[src/rtl/arb_pkg.sv]
`default_nettype none
// ============================================================================
// Module   : arb_pkg
// Purpose  : Shared types and constants for the shared-memory bus arbiter.
//            Holds the arbiter state enum, the index-width helper and the
//            default widths used by mem_arbiter and rr_pick.
// Revision : 1.0  initial release
// ============================================================================
package arb_pkg;

    localparam int c_DEF_NUM_CH   = 3;
    localparam int c_DEF_ADDR_W   = 8;
    localparam int c_DEF_DATA_W   = 32;
    localparam int c_DEF_HOLD_MAX = 16;

    typedef enum logic [0:0] {
        ARB_IDLE  = 1'b0,
        ARB_GRANT = 1'b1
    } arbState_t;

    // Bits needed to hold an index 0..n-1; never less than one bit.
    function automatic int idxWidth(input int n);
        return (n > 1) ? $clog2(n) : 1;
    endfunction

endpackage
`default_nettype wire

[src/rtl/rr_pick.sv]
`default_nettype none
// ============================================================================
// Module   : rr_pick
// Purpose  : Combinational rotate-priority encoder. Returns the first set
//            request bit found scanning upward from ptr, wrapping at NUM_CH-1.
// Revision : 1.0  initial release
// ============================================================================
module rr_pick #(
    parameter int NUM_CH = 3,
    parameter int IDX_W  = 2
) (
    input  logic [NUM_CH-1:0] req,
    input  logic [IDX_W-1:0]  ptr,
    output logic              found,
    output logic [IDX_W-1:0]  idx
);

    // One spare bit so ptr+offset never overflows before the wrap compare.
    logic [IDX_W:0] w_sum;

    // Scan offsets from farthest to nearest so the nearest hit wins.
    always_comb begin
        found = 1'b0;
        idx   = '0;
        w_sum = '0;
        for (int k = NUM_CH - 1; k >= 0; k--) begin
            w_sum = {1'b0, ptr} + (IDX_W + 1)'(k);
            if (w_sum >= (IDX_W + 1)'(NUM_CH)) begin
                w_sum = w_sum - (IDX_W + 1)'(NUM_CH);
            end
            if (req[w_sum[IDX_W-1:0]]) begin
                found = 1'b1;
                idx   = w_sum[IDX_W-1:0];
            end
        end
    end

endmodule
`default_nettype wire

[src/rtl/mem_arbiter.sv]
`default_nettype none
// ============================================================================
// Module   : mem_arbiter
// Purpose  : N-channel round-robin arbiter for the shared-memory bus. Grants
//            held, exclusive ownership so a client can finish an atomic
//            read-modify-write, and muxes the owner's address, write data and
//            write strobe onto the memory port.
//            Optional macro ARB_TIMEOUT_EN bounds a grant to HOLD_MAX cycles
//            and pulses preempt on the revoked channel.
// Revision : 1.0  initial release
// ============================================================================
module mem_arbiter
    import arb_pkg::*;
#(
    parameter int NUM_CH   = c_DEF_NUM_CH,
    parameter int ADDR_W   = c_DEF_ADDR_W,
    parameter int DATA_W   = c_DEF_DATA_W,
    parameter int HOLD_MAX = c_DEF_HOLD_MAX
) (
    input  logic                     clk,
    input  logic                     rst,
    input  logic [NUM_CH-1:0]        req,
    output logic [NUM_CH-1:0]        grant,
    input  logic [NUM_CH*ADDR_W-1:0] addr_in,
    input  logic [NUM_CH*DATA_W-1:0] wdata_in,
    input  logic [NUM_CH-1:0]        rw_in,
    output logic                     mem_en,
    output logic [ADDR_W-1:0]        mem_addr,
    output logic [DATA_W-1:0]        mem_wdata,
    output logic                     mem_rw,
    output logic                     busy,
    output logic [NUM_CH-1:0]        preempt
);

    localparam int                 c_IDX_W = idxWidth(NUM_CH);
    localparam logic [c_IDX_W-1:0] c_LAST  = c_IDX_W'(NUM_CH - 1);

    if (NUM_CH < 2 || NUM_CH > 16 || HOLD_MAX < 1) begin : g_paramCheck
        $error("mem_arbiter: NUM_CH must be 2..16 and HOLD_MAX at least 1");
    end

    arbState_t           r_state;
    arbState_t           w_nextState;
    logic [c_IDX_W-1:0]  r_owner;
    logic [c_IDX_W-1:0]  r_ptr;
    logic [c_IDX_W-1:0]  w_pickIdx;
    logic [c_IDX_W-1:0]  w_nextPtr;
    logic                w_pickFound;
    logic                w_ownerReq;
    logic                w_timeout;
    logic                w_release;
    logic [NUM_CH-1:0]   r_grant;
    logic [NUM_CH-1:0]   r_preempt;

    rr_pick #(
        .NUM_CH (NUM_CH),
        .IDX_W  (c_IDX_W)
    ) u_rrPick (
        .req   (req),
        .ptr   (r_ptr),
        .found (w_pickFound),
        .idx   (w_pickIdx)
    );

    assign w_ownerReq = req[r_owner];
    // Explicit wrap so non-power-of-two channel counts rotate correctly.
    assign w_nextPtr  = (r_owner == c_LAST) ? '0 : r_owner + 1'b1;

`ifdef ARB_TIMEOUT_EN
    localparam int c_CNT_W = idxWidth(HOLD_MAX + 1);
    logic [c_CNT_W-1:0] r_holdCnt;

    assign w_timeout = (r_holdCnt == c_CNT_W'(HOLD_MAX)) && w_ownerReq;

    // Count granted cycles; reads 1 in the first granted cycle.
    always_ff @(posedge clk or posedge rst) begin
        if (rst) begin
            r_holdCnt <= '0;
        end else if (r_state == ARB_IDLE) begin
            r_holdCnt <= c_CNT_W'(1);
        end else if (!w_release) begin
            r_holdCnt <= r_holdCnt + 1'b1;
        end
    end
`else
    assign w_timeout = 1'b0;
`endif

    assign w_release = (r_state == ARB_GRANT) && (!w_ownerReq || w_timeout);

    // State, owner, rotation pointer and registered grant/preempt.
    always_ff @(posedge clk or posedge rst) begin
        if (rst) begin
            r_state   <= ARB_IDLE;
            r_owner   <= '0;
            r_ptr     <= '0;
            r_grant   <= '0;
            r_preempt <= '0;
        end else begin
            r_state   <= w_nextState;
            r_preempt <= '0;
            if (r_state == ARB_IDLE && w_pickFound) begin
                r_owner <= w_pickIdx;
                r_grant <= NUM_CH'(1) << w_pickIdx;
            end else if (w_release) begin
                r_grant <= '0;
                r_ptr   <= w_nextPtr;
                if (w_timeout) begin
                    r_preempt <= NUM_CH'(1) << r_owner;
                end
            end
        end
    end

    // Next state: claim on any request, give up on owner release or timeout.
    always_comb begin
        w_nextState = r_state;
        case (r_state)
            ARB_IDLE:  if (w_pickFound) w_nextState = ARB_GRANT;
            ARB_GRANT: if (w_release)   w_nextState = ARB_IDLE;
            default:   w_nextState = ARB_IDLE;
        endcase
    end

    // Memory port mux driven from the registered owner; zero when unowned.
    always_comb begin
        busy      = (r_state == ARB_GRANT);
        mem_en    = |r_grant;
        mem_addr  = '0;
        mem_wdata = '0;
        mem_rw    = 1'b0;
        if (mem_en) begin
            mem_addr  = addr_in[int'(r_owner) * ADDR_W +: ADDR_W];
            mem_wdata = wdata_in[int'(r_owner) * DATA_W +: DATA_W];
            mem_rw    = rw_in[r_owner];
        end
    end

    assign grant   = r_grant;
    assign preempt = r_preempt;

endmodule
`default_nettype wire

[config.mk]
export PLATFORM = sky130hd
export DESIGN_NAME = mem_arbiter
export DESIGN_NICKNAME = d
export VERILOG_FILES = /design/src/rtl/arb_pkg.sv /design/src/rtl/rr_pick.sv /design/src/rtl/mem_arbiter.sv
export SDC_FILE = /design/constraint.sdc
export NUM_CORES = 1
export LEC_CHECK = 0
export ABC_CLOCK_PERIOD_IN_PS = 2300
export CAP_MARGIN = 40
export CORE_MARGIN = 2
export CORE_UTILIZATION = 28
export DETAILED_ROUTE_END_ITERATION = 8
export PLACE_DENSITY_LB_ADDON = 0.08
export SYNTH_ARGS = -nofsm -noshare
export SYNTH_HDL_FRONTEND = slang
export SYNTH_SLANG_ARGS = --single-unit
[constraint.sdc]
create_clock -name clk -period 2.3 [get_ports clk]
set_clock_uncertainty 0.2 [all_clocks]
set_input_delay 0.345 -clock clk [delete_from_list [all_inputs] [get_ports clk]]
set_output_delay 0.345 -clock clk [all_outputs]
set_load 0.05 [all_outputs]
# --- Word-level counts from Yosys, hierarchy flattened ---
# Index checks and enable logic that the tools add are counted.
# W data, S select, Z words.
totals:
  register_bits: 8
  latch_bits: 0
  ramBits: 0
  rom_bits: 0
  in_bits: 128
  out_inout_bits: 49
  word_cells: 57
  mem_count: 0
classes:
  addsub: 6
  mul: 0
  div: 0
  n_lt_le_gt_ge: 7
  eq_ne: 1
  shifts: 3
  muxes: 28
  bitwise_logic: 2
  reduce_logical: 6
op_table:
  columns: ["cell", "count"]
  rows:
  - ["$shiftx A96 B8 Y32", 1]
  - ["$mux W32", 1]
  - ["$shiftx A24 B6 Y8", 1]
  - ["$mux W2", 7]
  - ["$lt A2 B3 Y1 const B", 4]
  - ["$mux W1", 11]
  - ["$bmux W1 S2", 5]
  - ["$mux W8", 1]
  - ["$ge A3 B2 Y1 const B", 2]
  - ["$mux W3", 2]
  - ["$sub A2 B2 Y2 const B", 3]
  - ["$add A2 B1 Y3 const B", 1]
  - ["$add A2 B2 Y3 const B", 1]
  - ["$reduce_or A3 Y1", 1]
  - ["$shl A1 B2 Y3 const A", 1]
  - ["$add A2 B1 Y2 const B", 1]
  - ["$eq A2 B2 Y1 const B", 1]
  - ["$ge A2 B2 Y1 const B", 1]
  - ["$logic_and A1 B1 Y1", 2]
  - ["$not A1 Y1", 2]
  - ["$pmux W1 S2", 1]
  - ["$reduce_and A2 Y1", 1]
  - ["$reduce_bool A2 Y1", 1]
  - ["$logic_not A1 Y1", 1]

# --- Logic depth before layout (Yosys ltp) ---
# Gate-level depths: netlist of run 1.
logic_depth:
  ltp_word: 11
  ltp_mapped: 8
  depth_no_buf: 7

# --- Cells and area by module ---
# Synthesis of run 1 repeated with hierarchy kept, for this count alone.
unflattened:
  cells_unflattened: 255
  area_unflattened_um2: 1694.1
by_module_without_submodules:
  columns: ["module", "n_inst", "cells_each", "area_each_um2", "seq_area_each_um2"]
  rows:
  - ["mem_arbiter", 1, 228, 1502.7, 200.2]
  - ["rr_pick", 1, 27, 191.4, 0.0]

# --- Worst setup path after synthesis of run 1 ---
# No wires, ideal clock.
synth_path:
  kind: "register to output"
  startpoint: "register r_grant[1], in the netlist grant[1]"
  endpoint: "output port mem_addr[0]"
  t_arrival_ns: 1.691
  required_time_ns: 1.755
  slack_ns: 0.064
  stages_incl_launch_ff: 4
  n_path_buf: 1
  cell_sequence: "dfrtp_1 -> nor3_1 -> buf_2 -> nor2_1"
synth_via:
  elab_chain_len: 2
synth_rtl:
  columns: ["element", "line_no", "source"]
  rows:
  - ["start, declared", "mem_arbiter.sv:52", "logic [NUM_CH-1:0] r_grant;"]
  - ["start signal, assigned", "mem_arbiter.sv:104", "r_grant <= NUM_CH'(1) << w_pickIdx;"]
  - ["$reduce_or A3 Y1", "mem_arbiter.sv:128", "mem_en = |r_grant;"]
  - ["$mux W8", "mem_arbiter.sv:132", "if (mem_en) begin"]
  - ["end, declared", "mem_arbiter.sv:28", "output logic [ADDR_W-1:0] mem_addr,"]
# Every way passes these cells.

# --- Worst setup path after layout of run 1 ---
layout_path:
  startpoint: "register r_owner[0]"
  endpoint: "output port mem_rw"
layout_via:
  elab_chain_len: 3
layout_rtl:
  columns: ["element", "line_no", "source"]
  rows:
  - ["start, declared", "mem_arbiter.sv:44", "logic [c_IDX_W-1:0] r_owner;"]
  - ["start signal, assigned", "mem_arbiter.sv:103", "r_owner <= w_pickIdx;"]
  - ["$bmux W1 S2", "mem_arbiter.sv:135", "mem_rw = rw_in[r_owner];"]
  - ["$mux W1 (implied by the code)", "mem_arbiter.sv:135", null]
  - ["$mux W1", "mem_arbiter.sv:132", null]
  - ["end, declared", "mem_arbiter.sv:30", "output logic mem_rw,"]
# Every way passes these cells. The select of a mux whose other input is x is not followed.

==> results.cfg, run 1 <==
[hold_path]
hold_class = in -> async

[timing]
clock.fmax_mhz = 467
fin_ws_ns = 0.159
period_needed_ns = 2.14
holdWs_ns = 0.159
slew_violations = 0
grt_setup_unrepaired = no
fin_crit_sh_pct = 93.1
setup_tns_ns = 0
setup_viol = 0
hold_violations = 0

[synth]
ys_top_cells_by_count = nor2_1, a21oi_1, mux2i_1
post-synth-top-count-cell = nor2_1
ys_ff_latch = 8
async_flop_share_pct = 100
synth_enable_flop_cells = 0
synth_warnings = 0
post_synth_main_area_contributors = mux2i_1, nor2_1, a21oi_1, dfrtp_1, buf_2
synth_area_mm2 = 0.00162
synth_top_cell_by_area = mux2i_1
seq_area_frac_synth_pct = 12.4
ys_types = 30
yosysTopAreaCellShare_pct = 27.8
synthCells = 253
synth_top_flop_cell = dfrtp_1
syn_area_per_cell_um2 = 6.40

[power_and_ir_drop]
swShare_pct = 54.5
p_per_area_mw_per_mm2 = 1820
total_power_uw = 7020
p_leak_uw = 0.00169
p_clk_share_pct = 2.6
p_comb_share_pct = 93.2
power_frac_seq_pct = 4.2
internal-power_uw = 3200
ir_worst_vdd_uv = 979
p_switching_uw = 3830

[worst_setup_path]
worst-path-max-fanout = 35
cp.arrival_ns = 1.60
crit_type = reg -> out
worstSetupEndpointType = output port
r2r_slack_ns = 0.31
required_ns = 1.75
crit_path_end = mem_rw
cp-startpoint = r_owner[0]$_DFFE_PP0P_
reg2regPathDepth = 7
worst_r2r_startpoint = r_ptr[0]$_DFFE_PP0P_
r2r-end = r_owner[0]$_DFFE_PP0P_
cp-start-kind = flop

[cells_and_area]
nNetsFinal = 549
nFillCells = 454
synthToLayoutAreaGrowth_pct = 139
drive_above_1_share_pct = 14.6
diodes = 0

[routing]
drc = 0
post_drt_wl_per_cell_um = 14.8
totalWireLength_um = 7220
drt_iter0_drc = 52
viasPerCell = 4.83
drtAntennaViolNets = 0
dr.pass1.iters = 6
vias = 2362

[cts]
cts_hold_buf = 0
clockBufferDepth = 2
ctsResizeCount = 0
clock_sinks = 8
clkTransAtPathRegs_ns = 0.05
h-tree-depth = 1
root_buffer = clkbuf_8
cts_tree = yes
cts_buffers = 3
cts_setup_buffers = 0
clk_latency_ns = 0.23

[placement]
dp_hpwl_um = 5780
place_ws_ns = 0.246
io_buffer_count = 173
gp_congestion = 0.854

[grt]
grt_max_degree = 42
grt_use_total_pct = 21.1
grt_pass1_vias = 2247
grt_overflow = 0
antenna_found_initial = 0
grt_pass1_wl_um = 10700

[floorplan]
rows = 27
start_util_pct = 29.2
io_pins = 177
die-height_um = 80.0
die-width_um = 80.0
die_area_mm2 = 0.00641
core_mm2 = 0.00554

[flow_run]
maxCapViolations = 0

[run_status]
outcome = finished, final reports clean
## layout by cell type (no fill, tap or decap), types with 3 or more instances in the layout
master / n
conb_1: 3
o21ai_1: 3
a21oi_1: 47
mux2i_1: 45
ha_1: 3
clkdlybuf4s50_1: 131
nand2_1: 9
buf_12: 44
buf_4: 5
nor2_1: 84
clkbuf_8: 3
inv_1: 8
dfrtp_1: 7
## power by group through the flow
stage	clock network [uW]	registers [uW]	logic [uW]
global route	199	307	6900
floorplan	0	368	3580
global placement	0	297	6530
finish	184	297	6540
CTS	187	298	6600
detailed placement	0	300	6580
## logic make-up (layout without fill, tap and decap cells)
family	count (synthesis)	in the layout	synth area share [%]
other	1	3	0.232
multiplexers	45	45	27.8
flip-flops	8	8	12.4
adder cells (fa/ha/maj)	3	3	2.32
AND/OR/NAND/NOR	101	101	24.4
AO/OA/AOI/OAI	63	63	21.7
buffers and inverters	32	194	11.1
## worst min-delay path by stage
stage	startpoint	endpoint	slack (ns)	depth (start not counted)
after detailed placement	r_ptr[0]$_DFFE_PP0P_	r_ptr[0]$_DFFE_PP0P_	0.31	2
after global placement	r_ptr[0]$_DFFE_PP0P_	r_ptr[0]$_DFFE_PP0P_	0.30	2
after CTS	rst	grant[0]$_DFFE_PP0P_	0.17	2
after global routing	rst	grant[0]$_DFFE_PP0P_	0.21	2
final	rst	grant[0]$_DFFE_PP0P_	0.16	2
after floorplan	rst	busy$_DFF_PP0_	-0.04	1
## state kept, by name (all words and copies together), names as in the netlist
signal   cells
r_ptr        2
r_owner      2
busy         1
grant        3
## cell type report
type	instances	area (um2)	area share, %
Clock buffer	4	45.0	1.17
Inverter	10	37.5	0.972
Multi-Input combinational cell	215	1260	32.6
Sequential cell	8	201	5.22
Tap cell	72	90.1	2.33
Timing Repair Buffer	180	2230	57.7
## metrics by stage
stage / utilization [%] / std cells / area, um2
global placement: 68.9 / 485 / 3820
global route: 69.7 / 489 / 3860
floorplan: - / 255 / 1630
detailed placement: 68.9 / 485 / 3820
CTS: 69.7 / 489 / 3860
finish: 69.7 / 489 / 3860
## critical path, cell delays in order (launching register included)
cell and delay (ns):
dfrtp_2 0.41, buf_12 0.24, mux2i_1 0.22, nor2_1 0.05, a21oi_1 0.16, nor2_1 0.10
buf_12 0.16
## layer usage
layer	up-vias	track usage [%]	wire length, um
li1	1176	-	-
met1	1041	22.7	2660
met2	135	38.0	3590
met3	10	8.71	818
met4	0	5.25	148
met5	-	0	0
Note: power is estimated with default switching activity, not from simulation.
==> run 2: changes to the inputs <==
--- a/config.mk
+++ b/config.mk
@@ -6,7 +6,7 @@
 export NUM_CORES = 1
 export LEC_CHECK = 0
 export ABC_CLOCK_PERIOD_IN_PS = 2300
-export CAP_MARGIN = 40
+export CAP_MARGIN = 10
 export CORE_MARGIN = 2
 export CORE_UTILIZATION = 28
 export DETAILED_ROUTE_END_ITERATION = 8
==> results of run 2 <==
Final layout, timing and power as in run 1 (identical DEF).
==> run 3: changes to the inputs <==
--- a/config.mk
+++ b/config.mk
@@ -10,7 +10,7 @@
 export CORE_MARGIN = 2
 export CORE_UTILIZATION = 28
 export DETAILED_ROUTE_END_ITERATION = 8
-export PLACE_DENSITY_LB_ADDON = 0.08
+export PLACE_DENSITY_LB_ADDON = 0.2
 export SYNTH_ARGS = -nofsm -noshare
 export SYNTH_HDL_FRONTEND = slang
 export SYNTH_SLANG_ARGS = --single-unit
==> results.cfg, run 3 (synthesis gave the netlist of run 1 again) <==
[cells_and_area]
drive_above_1_share_pct = 15.2
largest_reg_flops = 3
regArea_um2 = 201
nFillCells = 474
final-instance-count-excl-fill = 492
synthToLayoutAreaGrowth_pct = 140
multi_input_area_mm2 = 0.00126
mostFrequentLayoutCell = clkdlybuf4s50_1
diodes = 0
final_area_mm2 = 0.00388
nNetsFinal = 552
final_cell_mix = clkdlybuf4s50_1, nor2_1, a21oi_1

[worst_setup_path]
worstPathCellList = buf_12 > mux2i_1 > nor2_1 > a21oi_1 > nor2_1 > buf_12
r2r_slack_ns = 0.29
critical-path-max-stage-delay_ns = 0.41
cp_num_buf_inv = 2
reg2regPathDepth = 7
worst_r2r_startpoint = r_ptr[0]$_DFFE_PP0P_
crit_path_end = mem_wdata[14]
path_depth = 6
path_delay_family = flip-flops
r2r-end = r_owner[0]$_DFFE_PP0P_
critPathSlowestCell = dfrtp_2
cp-start-kind = flop
cp.arrival_ns = 1.62
required_ns = 1.75
crit_type = reg -> out
worst-path-max-fanout = 32
worstSetupEndpointType = output port
cp-startpoint = r_owner[0]$_DFFE_PP0P_

[floorplan]
start_util_pct = 29.2
rows = 27
die-height_um = 80.0
die-width_um = 80.0
io_pins = 177
core_mm2 = 0.00554
die_area_mm2 = 0.00641

[routing]
dr.pass1.iters = 4
drt_iter0_drc = 99
viasPerCell = 4.90
drtAntennaViolNets = 0
post_drt_wl_per_cell_um = 14.9
totalWireLength_um = 7310
drc = 0
vias = 2411

[power_and_ir_drop]
p_per_area_mw_per_mm2 = 1820
ir_worst_vdd_uv = 1340
p_leak_uw = 0.00170
total_power_uw = 7050

[timing]
setup_viol = 0
hold_violations = 0
fin_crit_sh_pct = 94.1
max-slew-margin-rel_pct = 65.3
slew_violations = 0
holdWs_ns = 0.154
grt_setup_unrepaired = no
clock.fmax_mhz = 462
setup_tns_ns = 0
period_needed_ns = 2.16
tightest_slew_ns = 0.519

[cts]
cts_tree = yes
clock_sinks = 8
h-tree-depth = 1
cts_buffers = 3
clockBufferDepth = 2
clkTransAtPathRegs_ns = 0.05
cts_setup_buffers = 0
root_buffer = clkbuf_8
clk_latency_ns = 0.23

[grt]
grt_overflow = 0
grt_use_total_pct = 21.4
grt_pass1_wl_um = 11000
grt_pass1_vias = 2403
antenna_found_initial = 0
grt_max_degree = 38

[run_status]
outcome = finished, final reports clean

[placement]
placedCellCount = 488
post_dp_cell_area_mm2 = 0.00383
gp_congestion = 0.938
dp_hpwl_um = 6050
io_buffer_count = 173

[flow_run]
maxCapViolations = 0

[hold_path]
hold_class = in -> async
[run 3: cell types whose count changed in the layout (fill, tap and decap cells not counted)]
cell and delta:
buf_12 -1, buf_6 +2, buf_4 +2
[run 3: worst min-delay path by stage]
stage | end | depth (start not counted) | slack [ns] | from
2_1_floorplan | busy$_DFF_PP0_ | 1 | -0.04 | rst
3_3_place_gp | r_ptr[0]$_DFFE_PP0P_ | 2 | 0.30 | r_ptr[0]$_DFFE_PP0P_
3_5_place_dp | r_ptr[0]$_DFFE_PP0P_ | 2 | 0.34 | r_ptr[0]$_DFFE_PP0P_
4_1_cts | grant[2]$_DFFE_PP0P_ | 2 | 0.17 | rst
5_1_grt | grant[0]$_DFFE_PP0P_ | 2 | 0.19 | rst
6_report | grant[2]$_DFFE_PP0P_ | 2 | 0.15 | rst
[run 3: final cells by class]
class	count	share of cell area [%]
Clock buffer	4	1.16
Timing Repair Buffer	183	57.9
Multi-Input combinational cell	215	32.4
Sequential cell	8	5.19
Tap cell	72	2.32
Inverter	10	0.967
[run 3: worst reg2reg max path: stages (launching register included)]
cell,delay (ns)
dfrtp_1,0.38
inv_1,0.08
ha_1,0.39
mux2i_1,0.24
nor2_2,0.07
a21oi_1,0.23
a21oi_1,0.14
o21a_1,0.19
[run 3: layer usage]
| layer | track usage, % | part of all wire, % | vias to the layer above |
|---|---|---|---|
| met1 | 23.2 | 36 | 1073 |
| li1 | - | - | 1183 |
| met4 | 6.27 | 2.3 | 0 |
| met5 | 0 | 0 | - |
| met3 | 5.66 | 9.6 | 16 |
| met2 | 40.2 | 52 | 139 |
[run 3: power breakdown]
| group | internal [uW] | total (uW) | switching [uW] |
|---|---|---|---|
| clock network | 120 | 180 | 59.3 |
| logic | 2890 | 6580 | 3690 |
| registers | 213 | 290 | 77.4 |
| total | 3230 | 7050 | 3830 |
[run 3: what timing repair did]
item	CTS	global route
gates resized for setup	0	2
hold buffers	0	0
setup endpoints to repair	0	11
[run 3: stage by stage]
step                      setup WS, ns  util (%)
after floorplan                 0.0645         -
after global placement           0.368      69.1
after detailed placement         0.293      69.1
after CTS                        0.101      69.9
after global routing           0.00165      70.0
final                            0.136      70.0
